[config.mk]
export PLATFORM = sky130hd
export DESIGN_NAME = systolic_pe_multimode
export DESIGN_NICKNAME = d
export VERILOG_FILES = /design/src/rtl/systolic_pe_multimode.sv
export SDC_FILE = /design/constraint.sdc
export NUM_CORES = 1
export LEC_CHECK = 0
export BUFFER_PORTS_ARGS = -buffer_cell sky130_fd_sc_hd__buf_2
export CAP_MARGIN = 10
export CORE_ASPECT_RATIO = 0.6
export CORE_MARGIN = 2
export CORE_UTILIZATION = 55
export CTS_CLUSTER_DIAMETER = 60
export DETAILED_ROUTE_END_ITERATION = 10
export PLACE_DENSITY = 0.73
export SKIP_CTS_REPAIR_TIMING = 1
export SLEW_MARGIN = 20
export SYNTH_ARGS = -nofsm -noshare
export SYNTH_HDL_FRONTEND = slang
export SYNTH_SLANG_ARGS = --single-unit
export TNS_END_PERCENT = 1
[constraint.sdc]
create_clock -name clk -period 16.05 [get_ports clk]
set_input_delay 0.8025 -clock clk [delete_from_list [all_inputs] [get_ports clk]]
set_output_delay 0.8025 -clock clk [all_outputs]
set_load 0.1 [all_outputs]
[src/rtl/systolic_pe_multimode.sv]
// Multimode systolic MAC cell: OS / WS / IS / bypass dataflow, double-buffered stationary
// operand, optional saturating accumulator with sticky overflow, and an OS result drain.
module systolic_pe_multimode #(
  parameter int IN_WIDTH  = 16,
  parameter int ACC_WIDTH = 32,
  parameter int SATURATE  = 1
) (
  input  logic                 clk,
  input  logic                 rst,
  input  logic [1:0]           mode_in,
  input  logic [IN_WIDTH-1:0]  left_in,
  input  logic                 left_valid_in,
  input  logic [ACC_WIDTH-1:0] top_in,
  input  logic                 top_valid_in,
  input  logic                 stat_load_in,
  input  logic                 stat_swap_in,
  input  logic                 acc_clear_in,
  input  logic                 drain_in,
  output logic [IN_WIDTH-1:0]  right_out,
  output logic                 right_valid_out,
  output logic [ACC_WIDTH-1:0] bottom_out,
  output logic                 bottom_valid_out,
  output logic                 overflow_out,
  output logic                 state_dbg_out
);

  localparam int PW  = 2 * IN_WIDTH;
  localparam int AW1 = ACC_WIDTH + 1;
  localparam logic [ACC_WIDTH-1:0] ACC_MAX = {1'b0, {(ACC_WIDTH-1){1'b1}}};
  localparam logic [ACC_WIDTH-1:0] ACC_MIN = {1'b1, {(ACC_WIDTH-1){1'b0}}};

  localparam logic [1:0] MODE_OS  = 2'b00;
  localparam logic [1:0] MODE_WS  = 2'b01;
  localparam logic [1:0] MODE_IS  = 2'b10;

  // The emit step is taken on the edge that first sees drain_in in IDLE;
  // PASS then forwards upstream results while drain_in stays high.
  typedef enum logic {IDLE = 1'b0, PASS = 1'b1} state_e;

  state_e                 state_q, state_d;
  logic [ACC_WIDTH-1:0]   acc_q, acc_d;
  logic                   ovf_q, ovf_d;
  logic [IN_WIDTH-1:0]    shadow_q, shadow_d;
  logic [IN_WIDTH-1:0]    active_q, active_d;
  logic [IN_WIDTH-1:0]    right_q, right_d;
  logic                   right_valid_q, right_valid_d;
  logic [ACC_WIDTH-1:0]   bottom_q, bottom_d;
  logic                   bottom_valid_q, bottom_valid_d;

  logic                   is_os, fire, emit, sum_ovf;
  logic [IN_WIDTH-1:0]    op2;
  logic signed [PW-1:0]   a_x, b_x, prod_w;
  logic [AW1-1:0]         prod_x, addend_x, sum;
  logic [ACC_WIDTH-1:0]   addend, sum_res;

  always_comb begin
    is_os    = (mode_in == MODE_OS);
    fire     = left_valid_in & top_valid_in;
    emit     = is_os & drain_in & (state_q == IDLE);
    op2      = is_os ? top_in[IN_WIDTH-1:0] : active_q;
    a_x      = {{IN_WIDTH{left_in[IN_WIDTH-1]}}, left_in};
    b_x      = {{IN_WIDTH{op2[IN_WIDTH-1]}}, op2};
    prod_w   = a_x * b_x;
    prod_x   = {{(AW1-PW){prod_w[PW-1]}}, prod_w};
    // Clear-then-add: a cleared accumulator contributes zero to this cycle's sum.
    addend   = is_os ? (acc_clear_in ? '0 : acc_q) : top_in;
    addend_x = {addend[ACC_WIDTH-1], addend};
    sum      = addend_x + prod_x;
    sum_ovf  = sum[AW1-1] ^ sum[AW1-2];
    if (SATURATE != 0 && sum_ovf) sum_res = sum[AW1-1] ? ACC_MIN : ACC_MAX;
    else                          sum_res = sum[ACC_WIDTH-1:0];
  end

  always_comb begin
    state_d        = state_q;
    acc_d          = acc_q;
    ovf_d          = ovf_q;
    shadow_d       = shadow_q;
    active_d       = active_q;
    right_d        = right_q;
    right_valid_d  = left_valid_in;
    bottom_d       = bottom_q;
    bottom_valid_d = bottom_valid_q;

    if (left_valid_in) right_d = left_in;
    if (stat_swap_in)  active_d = shadow_q;
    if (stat_load_in)  shadow_d = top_in[IN_WIDTH-1:0];

    case (state_q)
      IDLE:    if (emit) state_d = PASS;
      PASS:    if (!is_os || !drain_in) state_d = IDLE;
      default: state_d = IDLE;
    endcase

    if (emit) begin
      bottom_d       = acc_q;
      bottom_valid_d = 1'b1;
      acc_d          = fire ? prod_x[ACC_WIDTH-1:0] : '0;
      ovf_d          = 1'b0;
    end else begin
      if (acc_clear_in) begin
        acc_d = '0;
        ovf_d = 1'b0;
      end
      case (mode_in)
        MODE_OS: begin
          bottom_d       = top_in;
          bottom_valid_d = top_valid_in;
          if (fire) begin
            acc_d = sum_res;
            ovf_d = ovf_d | sum_ovf;
          end
        end
        MODE_WS, MODE_IS: begin
          bottom_valid_d = fire;
          if (fire) begin
            bottom_d = sum_res;
            ovf_d    = ovf_d | sum_ovf;
          end
        end
        default: begin
          bottom_d       = top_in;
          bottom_valid_d = top_valid_in;
        end
      endcase
    end
  end

  always_ff @(posedge clk or posedge rst) begin
    if (rst) begin
      state_q        <= IDLE;
      acc_q          <= '0;
      ovf_q          <= 1'b0;
      shadow_q       <= '0;
      active_q       <= '0;
      right_q        <= '0;
      right_valid_q  <= 1'b0;
      bottom_q       <= '0;
      bottom_valid_q <= 1'b0;
    end else begin
      state_q        <= state_d;
      acc_q          <= acc_d;
      ovf_q          <= ovf_d;
      shadow_q       <= shadow_d;
      active_q       <= active_d;
      right_q        <= right_d;
      right_valid_q  <= right_valid_d;
      bottom_q       <= bottom_d;
      bottom_valid_q <= bottom_valid_d;
    end
  end

  assign right_out        = right_q;
  assign right_valid_out  = right_valid_q;
  assign bottom_out       = bottom_q;
  assign bottom_valid_out = bottom_valid_q;
  assign overflow_out     = ovf_q;
  assign state_dbg_out    = (state_q == PASS);

endmodule

# == Word level (Yosys, flattened, before mapping) ==
# Index checks and enable logic that the tools add are counted.
# totals
ff_bits,116
output_inout_bits,52
word_cells,48
# classes
n_addsub,1
n_mul,1
n_eq_ne,3
n_mux,22
bitwise,6
reduce_logical,6
# op_table
cell,n
2-to-1 mux 32 bit,11
adder 32 x 32 -> 33 bit,1
multiplier 16 x 16 -> 32 bit,1
2-to-1 mux 16 bit,1
2-to-1 mux 1 bit,9
AND 1 bit,3
"inequality test 3 bit, second input constant",1
OR reduction 3 bit,1
"equality test 2 x 1 -> 1 bit, second input constant",1
"equality test 2 bit, second input constant",1
zero test 1 bit,2
zero test 2 bit,1
case mux 1 bit (2 select lines),1
OR reduction 2 bit,1
logical OR 1 bit,1
inverter 1 bit,1
bitwise OR 1 bit,1
bitwise XOR 1 bit,1

# == Depth between registers and ports, before layout ==
# Gate-level depths: netlist of the first run.
# depth
word_depth,9
ltp_mapped,42

# == Worst setup path after synthesis of the first run ==
# Ideal clock, no wire load.
# synth_timing
path_kind,input-to-reg
startpoint,input port mode_in[0]
endpoint,register bottom_q[20] (netlist: bottom_out[20])
setup_ns,0.126
t_arrival_ns,10.012
t_required_ns,15.924
path_slack_ns,5.912
path_stages,39
n_path_buf,4
cell_sequence,inv_1 -> ha_1 -> clkbuf_1 -> clkbuf_1 -> mux2i_1 -> clkbuf_1 -> nor2b_1 -> fa_1 -> inv_1 -> fa_1 -> fa_1 -> inv_1 -> fa_1 -> fa_1 -> inv_1 -> fa_1 -> inv_1 -> ha_1 -> [3 not listed] -> a41oi_1 -> nor2_1 -> or2_1 -> a21oi_1 -> o21ai_0 -> xor2_1 -> ha_1 -> clkbuf_1 -> and3_1 -> and2_1 -> a32oi_1 -> o31ai_1 -> o211ai_2 -> a21oi_1 -> o211ai_2 -> nand2_4 -> a21o_1 -> a221o_1
# synth_between
elab_chain_cells,9
word_cells_on_any_way,17
classes_between,1 x add/sub; 1 x mul; 3 x eq/ne; 7 x mux; 3 x bitwise; 2 x reduce/logical
# synth_rtl
element,line_no,source
"start, declared",10,"input logic [1:0] mode_in,"
zero test 2 bit,57,is_os = (mode_in == MODE_OS);
2-to-1 mux 16 bit,60,op2 = is_os ? top_in[IN_WIDTH-1:0] : active_q;
multiplier 16 x 16 -> 32 bit,63,prod_w = a_x * b_x;
adder 32 x 32 -> 33 bit,68,sum = addend_x + prod_x;
2-to-1 mux 32 bit / bitwise XOR 1 bit (equally long branches),"70, 69",
2-to-1 mux 32 bit,70,if (SATURATE != 0 && sum_ovf) sum_res = sum[AW1-1] ? ACC_MIN : ACC_MAX;
2-to-1 mux 32 bit,116,if (fire) begin
2-to-1 mux 32 bit,105,case (mode_in)
2-to-1 mux 32 bit,95,if (emit) begin
"end signal, assigned",148,bottom_q <= bottom_d;
"end, declared",47,"logic [ACC_WIDTH-1:0] bottom_q, bottom_d;"
# Parallel ways exist; a longest one is shown, timed or not. The select of a mux whose other input is x is not followed.
# A chain may end at the register's enable or synchronous reset.

# == Worst setup path in the final report of the first run ==
# layout_timing
startpoint,input port mode_in[0]
endpoint,register bottom_q[6] (netlist: bottom_out[6])
# Same word-level chain as after synthesis.

==> impl_metrics.yaml, run 1 <==
run_status:
  status: "finished clean"
cells_and_area:
  mostFrequentLayoutCells: "333 x inv_1, 263 x fa_1, 239 x nand2_1, 116 x dfrtp_1, 115 x ha_1"
  multiInputGateArea_um2: 13000
  drive_gt1_share_pct: 12.5
  seq_area_um2: 2900
  post-route-util_pct: 60.4
  fin_nets: 2432
  fillerInstances: 2669
  syn2layout_area_growth_pct: 7.90
  final_common_cell: "inv_1"
  final_area_um2: 18900
  n_antenna_cell: 0
sta:
  setup_tns_ns: 0
  drv_slew: 0
  worst-slew-pin-transition_ns: 0.880
  hold_ws_ns: 0.502
  min_period_ns: 11.13
  max_freq_mhz: 89.9
  final-hold-violation-count: 0
  period_share_pct: 69.3
  skew_ns: 0.0131
  slew_headroom_pct: 41.0
  grt_setup_unrepaired: "no"
  setup_viol_count_final: 0
place:
  finalWeightedCongestion: 0.998
  placed_area_um2: 18300
  io_buffers: 109
  dpl.hpwl_mm: 39.7
route:
  drt_iter0_markers: 1334
  routedWlPerCell_um: 21.2
  drt_wl_total_mm: 51.4
  ant_nets: 0
  drt_pass1_iterations: 7
  num_vias: 14300
  drc: 0
  vias_per_cell: 5.90
die:
  start_util_pct: 56.0
  die_h_um: 142
  rows: 50
  die-area_um2: 33300
  core_area_um2: 31300
  die_w_um: 234
  pin_count: 110
critical_path:
  path_buf_inv: 8
  r2r_start: "active_q[7]$_DFFE_PP0P_"
  crit_path_start_kind: "input pin"
  arrival_ns: 11.49
  critPathSlowestCell: "nor2_2"
  max_stage_delay_ns: 0.62
  reg2reg_setup_slack_ns: 6.02
  critPathKind: "input pin to register"
  r2r_end: "bottom_out[6]$_DFFE_PP0P_"
  crit_path_end_kind: "register"
  cp_max_fo: 54
  cp_top_family: "adder cells"
  reg2regPathDepth: 34
  cp_data_required_time_ns: 16.42
synth:
  syn_avg_cell_area_um2: 9.02
  synthSimpleGateAreaFrac_pct: 15.9
  yosys-top-cells-area: "fa_1 30%, dfrtp_1 17%, ha_1 8.3%, inv_1 7.2%, nand2_1 5.1%"
  yosys_most_used_dff: "dfrtp_1"
  yosysWarnings: 0
  synth_edf_count: 0
  synthDominantCellAreaShare_pct: 30.1
  synth_compound_area_share_pct: 11.7
  muxShareOfSynthArea_pct: 4.86
  ys_async_sr_fraction_pct: 100
  synth_largest_area_cell: "fa_1"
  syn_area_um2: 17500
  yosysSeqAreaShare_pct: 16.6
  yosys.cell_types.count: 76
  synth_xor_area_share_pct: 3.10
  ys_ff_latch: 116
  synth_fa_ha_area_share_pct: 38.4
  synth_top_family_by_area: "adder cells"
  syn_inst: 1942
  synth_fp_nets: 2379
global_route:
  overflow: 0
  use_met2_pct: 47.9
  use_met3_pct: 7.69
  top_usage_layer: "met1"
  antenna_found_initial: 0
  grt_use_met1_pct: 48.3
  grt_max_degree: 60
  grtUsageTotal_pct: 32.5
  grt_pass1_vias: 14800
  grt_pass1_wl_mm: 82.3
clocking:
  cts_sinks: 116
  cts_tree: "done"
  cts.reportedPaths.clkPinSlew_ns: 0.07
  clk_latency_ns: 0.45
  clockBufferDepth: 2
  htreeDepth: 4
  numCtsBuffers: 17
  root_buffer: "clkbuf_16"
min_path:
  min-delay-path-class: "input pin to asynchronous set/reset pin"
flow_run:
  maxCapViolCount: 0
[synthesized netlist by cell type, types with 10 or more instances]
master and number:
inv_1 334, fa_1 263, nand2_1 239, dfrtp_1 116, ha_1 116, o21ai_0 95
a21oi_1 79, and2_1 73, nor2b_1 72, clkbuf_1 71, nor2_1 68, mux2_2 65
xnor2_1 45, nand3_1 34, a21o_1 22, nand4_1 21, a221oi_1 18, xor2_1 17
nand2b_1 13, nor3_1 13, o211ai_1 13, and3_1 12, mux2i_1 12, a211oi_1 10
o21bai_1 10
[area by class of cell]
class	count	share of cell area, %
inverter	334	6.65
clock inverter	15	0.907
timing repair buffer	123	3.44
clock buffer	17	2.25
multi-input combinational	1403	68.6
tap	416	2.75
sequential	116	15.4
[per-stage QoR]
step                      setup WS (ns)  std cells
after detailed placement           4.43       2392
after global routing               4.54       2424
after global placement             4.69       2392
after CTS                          4.85       2424
after floorplan                    5.91       1942
final                              4.92       2424
[state kept, by name, summed over array words and instances, names as in the netlist, 16 cells and up]
register,flops
right_out,16
active_q,16
acc_q,32
shadow_q,16
bottom_out,32
[layer usage]
| metal | vias to the layer above | share of wire, % |
|---|---|---|
| met5 | - | 0 |
| met4 | 0 | 1.9 |
| met3 | 72 | 10 |
| met1 | 7153 | 45 |
| li1 | 6333 | - |
| met2 | 738 | 43 |
[kinds of logic after synthesis]
kind of cell | Yosys count
fa+ha+maj | 380
compound gates | 313
mux | 77
buf+inv | 423
simple gates | 571
xor+xnor | 62
flops | 116
[how the worst max path moves through the flow]
| stage | start | to | slack (ns) | cells past startpoint |
|---|---|---|---|---|
| after global placement | mode_in[0] | acc_q[28]$_DFF_PP0_ | 4.69 | 37 |
| after detailed placement | mode_in[0] | acc_q[28]$_DFF_PP0_ | 4.43 | 37 |
| final | mode_in[0] | bottom_out[6]$_DFFE_PP0P_ | 4.92 | 38 |
| after CTS | mode_in[0] | bottom_out[6]$_DFFE_PP0P_ | 4.85 | 38 |
| after global routing | mode_in[0] | bottom_out[6]$_DFFE_PP0P_ | 4.54 | 38 |
| after floorplan | mode_in[0] | bottom_out[20]$_DFFE_PP0P_ | 5.91 | 39 |
Power of run 1 is not shown: default switching activity piles up to over one toggle a cycle in this logic, so the estimate is an artifact.
==> run 2, diff against run 1 <==
--- a/config.mk
+++ b/config.mk
@@ -12,7 +12,7 @@
 export CORE_UTILIZATION = 55
 export CTS_CLUSTER_DIAMETER = 60
 export DETAILED_ROUTE_END_ITERATION = 10
-export PLACE_DENSITY = 0.73
+export PLACE_DENSITY = 0.76
 export SKIP_CTS_REPAIR_TIMING = 1
 export SLEW_MARGIN = 20
 export SYNTH_ARGS = -nofsm -noshare
==> constraint.sdc (replaced) <==
create_clock -name clk -period 9.96 [get_ports clk]
set_input_delay 0.498 -clock clk [delete_from_list [all_inputs] [get_ports clk]]
set_output_delay 0.498 -clock clk [all_outputs]
set_load 0.1 [all_outputs]
==> run 2 against run 1 <==
Net effect:
- non-clock buffer count increased by 107
- first-iteration DRC count up 6.4%
- clock-buffer cell count unchanged
- via count rose by 4.5%
- flip-flop and latch count stayed put
- clock skew shrank 0.0016 ns
==> impl_metrics.yaml, run 2 (synthesis results as in run 1) <==
critical_path:
  crit_path_start_kind: "input pin"
  arrival_ns: 9.82
  critPathKind: "input pin to register"
  cpMostUsedCell: "inv_1"
  max_stage_delay_ns: 0.64
  cp_max_fo: 15
  cp_data_required_time_ns: 10.28
  critPathSlowestCell: "fa_2"
  crit_path_end_kind: "register"
die:
  die_h_um: 142
  die-area_um2: 33300
  rows: 50
  die_w_um: 234
  core_area_um2: 31300
  start_util_pct: 56.0
  pin_count: 110
sta:
  grt_setup_unrepaired: "yes"
  min_period_ns: 9.49
  period_share_pct: 95.3
  worst-slew-pin-transition_ns: 0.993
  final-hold-violation-count: 0
  skew_ns: 0.0115
  setup_viol_count_final: 0
  setup_tns_ns: 0
  fin_ws_ns: 0.469
  slew_headroom_pct: 33.6
  max_freq_mhz: 105
  drv_slew: 0
min_path:
  min-delay-path-class: "input pin to asynchronous set/reset pin"
global_route:
  grtUsageTotal_pct: 34.1
  grt_pass1_vias: 15400
  antenna_found_initial: 4
  overflow: 0
  grt_max_degree: 74
  grt_pass1_wl_mm: 86.2
cells_and_area:
  final_cells: 2531
  fin_nets: 2539
  n_antenna_cell: 0
  final_common_cell: "inv_1"
  mostFrequentLayoutCells: "333 x inv_1, 262 x fa_1, 239 x nand2_1, 116 x dfrtp_1"
  syn2layout_area_growth_pct: 13.0
  drive_gt1_share_pct: 17.2
  fillerInstances: 2620
  final_area_um2: 19800
route:
  routedWlPerCell_um: 21.3
  drt_wl_total_mm: 53.9
  drt_iter0_markers: 1420
  vias_per_cell: 5.90
  drc: 0
  ant_nets: 0
  drt_pass1_iterations: 7
  num_vias: 14900
clocking:
  clk_latency_ns: 0.45
  cts_tree: "done"
  clockBufferDepth: 2
  root_buffer: "clkbuf_16"
  cts.reportedPaths.clkPinSlew_ns: 0.06
  numCtsBuffers: 17
  cts_sinks: 116
  htreeDepth: 4
flow_run:
  maxCapViolCount: 0
place:
  dpl.hpwl_mm: 42.6
  io_buffers: 109
  placed_area_um2: 19200
  dp.cells: 2497
  finalWeightedCongestion: 1.01
  dp_slack_ns: -0.196
run_status:
  status: "finished clean"
-- run 2: cell types whose count changed in the layout (fill, tap and decap cells not counted), sizes merged --
cell and delta:
clkinv +1, buf +107, clkinvlp +2, bufinv -1
inv -2
-- run 2: layout make-up --
| type | instances | area, um2 | area share, % |
|---|---|---|---|
| Sequential cell | 116 | 2900 | 14.7 |
| Multi-Input combinational cell | 1403 | 13000 | 65.8 |
| Inverter | 334 | 1260 | 6.34 |
| Clock buffer | 17 | 425 | 2.15 |
| Timing Repair Buffer | 230 | 1530 | 7.72 |
| Clock inverter | 15 | 148 | 0.746 |
| Tap cell | 416 | 520 | 2.63 |
-- run 2: worst paths after layout --
kind / start / to / slack, ns / cells past startpoint
worst max register to register: active_q[1]$_DFFE_PP0P_ / bottom_out[20]$_DFFE_PP0P_ / 0.76 / 35
min in group clk: top_valid_in / bottom_valid_out$_DFF_PP0_ / 0.33 / 3
worst max-delay path: mode_in[0] / bottom_out[20]$_DFFE_PP0P_ / 0.47 / 39
worst min-delay path: rst / bottom_out[31]$_DFFE_PP0P_ / 0.12 / 2
max in group asynchronous: rst / right_out[1]$_DFFE_PP0P_ / 8.62 / 4
worst min register to register: shadow_q[0]$_DFFE_PP0P_ / active_q[0]$_DFFE_PP0P_ / 0.50 / 1
-- run 2: metal layers --
layer | GRT usage [%] | share of wire [%]
met5 | 0 | 0.096
met4 | 10.6 | 3.0
met3 | 8.53 | 11
met2 | 50.3 | 43
met1 | 49.5 | 43
-- run 2: stage by stage --
stage | hold slack [ns] | utilization (%)
6_report | 0.122 | 63.3
3_5_place_dp | 0.481 | 61.2
2_1_floorplan | 0.448 | -
3_3_place_gp | 0.479 | 61.2
4_1_cts | 0.140 | 63.1
5_1_grt | 0.167 | 63.3
-- run 2: worst max-delay path, delay by kind of cell --
kind,cells,cell delay [ns]
adders and majority gates,9,4.03
AOI/OAI and AO/OA,9,1.98
and+or+nand+nor,9,1.56
buffers and inverters,10,1.05
muxes,1,0.44
xor gates and xnor gates,1,0.24
Power of run 2 is left out for the same reason.
==> run 3, diff against run 2 <==
--- a/config.mk
+++ b/config.mk
@@ -12,6 +12,7 @@
 export CORE_UTILIZATION = 55
 export CTS_CLUSTER_DIAMETER = 60
 export DETAILED_ROUTE_END_ITERATION = 10
+export MAX_ROUTING_LAYER = met4
 export PLACE_DENSITY = 0.76
 export SKIP_CTS_REPAIR_TIMING = 1
 export SLEW_MARGIN = 20
==> run 3 against run 2 <==
Net effect:
- flip-flop and latch count unchanged
- utilization is 0.052 points lower
- final cell count increased by 0.43%
- clock-buffer cell count rose by 4
- critical path type unchanged
- critical endpoint unchanged
- highest routed layer is now met4
==> impl_metrics.yaml, run 3 (synthesis results as in run 1) <==
die:
  rows: 50
  start_util_pct: 56.0
  core_area_um2: 31300
  die-area_um2: 33300
  die_h_um: 142
  pin_count: 110
  die_w_um: 234
sta:
  skew_ns: 0.0126
  drv_slew: 0
  worst-slew-pin-transition_ns: 0.992
  max_freq_mhz: 105
  slew_headroom_pct: 33.9
  period_share_pct: 96.0
  min_period_ns: 9.57
  final-hold-violation-count: 0
  grt_setup_unrepaired: "no"
  setup_viol_count_final: 0
global_route:
  grt_pass1_vias: 15200
  overflow: 0
  antenna_found_initial: 2
  grtUsageTotal_pct: 34.5
  grt_pass1_wl_mm: 84.6
  grt_use_met1_pct: 49.2
  grt_max_degree: 73
  use_met2_pct: 48.9
  top_usage_layer: "met1"
  use_met3_pct: 8.97
place:
  finalWeightedCongestion: 1.03
  dpl.hpwl_mm: 42.4
  io_buffers: 109
  placed_area_um2: 19200
  dp.cells: 2508
clocking:
  cts.reportedPaths.clkPinSlew_ns: 0.06
  clockBufferDepth: 2
  cts_tree: "done"
  htreeDepth: 4
  root_buffer: "clkbuf_16"
  cts_sinks: 116
  numCtsBuffers: 17
  clk_latency_ns: 0.44
route:
  routedWlPerCell_um: 20.9
  ant_nets: 0
  drt_iter0_markers: 1491
  drt_pass1_iterations: 6
  drt_wl_total_mm: 53.2
  drc: 0
  vias_per_cell: 5.83
  num_vias: 14800
critical_path:
  critPathSlowestCell: "fa_1"
  reg2reg_setup_slack_ns: 0.61
  arrival_ns: 9.89
  r2r_start: "active_q[10]$_DFFE_PP0P_"
  r2r_end: "bottom_out[20]$_DFFE_PP0P_"
  crit_path_end_kind: "register"
  critPathKind: "input pin to register"
  max_stage_delay_ns: 0.54
  cp_max_fo: 16
  cpMostUsedCell: "fa_1"
  reg2regPathDepth: 38
  crit_path_start_kind: "input pin"
  cp_data_required_time_ns: 10.28
cells_and_area:
  mostFrequentLayoutCells: "333 x inv_1, 263 x fa_1, 239 x nand2_1, 127 x buf_4, 116 x dfrtp_1"
  post-route-util_pct: 63.3
  final_common_cell: "inv_1"
  final_area_um2: 19800
  drive_gt1_share_pct: 17.2
  fin_nets: 2548
  syn2layout_area_growth_pct: 12.9
  fillerInstances: 2643
  final_cells: 2542
min_path:
  min-delay-path-class: "input pin to asynchronous set/reset pin"
flow_run:
  maxCapViolCount: 0
run_status:
  status: "finished clean"
==> run 3: worst max-delay path: cells and delay by family <==
family          cells  cell delay, ns
xor+xnor            1            0.26
simple gates        8            1.52
fa+ha+maj           9            3.83
buf+inv            12            1.39
mux                 1            0.36
compound gates     11            2.02
==> run 3: worst max-delay path by stage <==
stage	start	to	slack, ns	cells past startpoint
after global routing	mode_in[0]	acc_q[7]$_DFF_PP0_	0.007	40
after floorplan	mode_in[0]	bottom_out[20]$_DFFE_PP0P_	0.13	39
after global placement	mode_in[0]	acc_q[27]$_DFF_PP0_	-0.05	38
final	mode_in[0]	bottom_out[20]$_DFFE_PP0P_	0.39	42
after detailed placement	mode_in[0]	bottom_out[26]$_DFFE_PP0P_	-0.04	38
after CTS	mode_in[0]	bottom_out[26]$_DFFE_PP0P_	0.38	37
==> run 3: cell type report <==
| cell class | count | area [um2] | area share, % |
|---|---|---|---|
| Multi-Input combinational cell | 1403 | 13000 | 65.7 |
| Sequential cell | 116 | 2900 | 14.7 |
| Timing Repair Buffer | 239 | 1560 | 7.88 |
| Inverter | 334 | 1260 | 6.35 |
| Tap cell | 416 | 520 | 2.63 |
| Clock buffer | 21 | 460 | 2.33 |
| Clock inverter | 11 | 80.1 | 0.405 |
| Antenna cell | 2 | 5.00 | 0.0253 |
==> run 3: metal layers <==
metal	vias to the layer above	share of wire, %
li1	6569	-
met1	7407	44
met2	756	43
met3	84	11
met4	0	2.0
met5	-	0
==> run 3: stage by stage <==
step | worst slack (ns) | hold slack (ns) | TNS [ns]
floorplan | 0.126 | 0.448 | 0
global placement | -0.0543 | 0.476 | -0.196
detailed placement | -0.0361 | 0.486 | -0.0467
CTS | 0.377 | 0.154 | 0
global route | 0.00651 | 0.185 | 0
finish | 0.394 | 0.131 | 0
Power of run 3 is left out for the same reason.
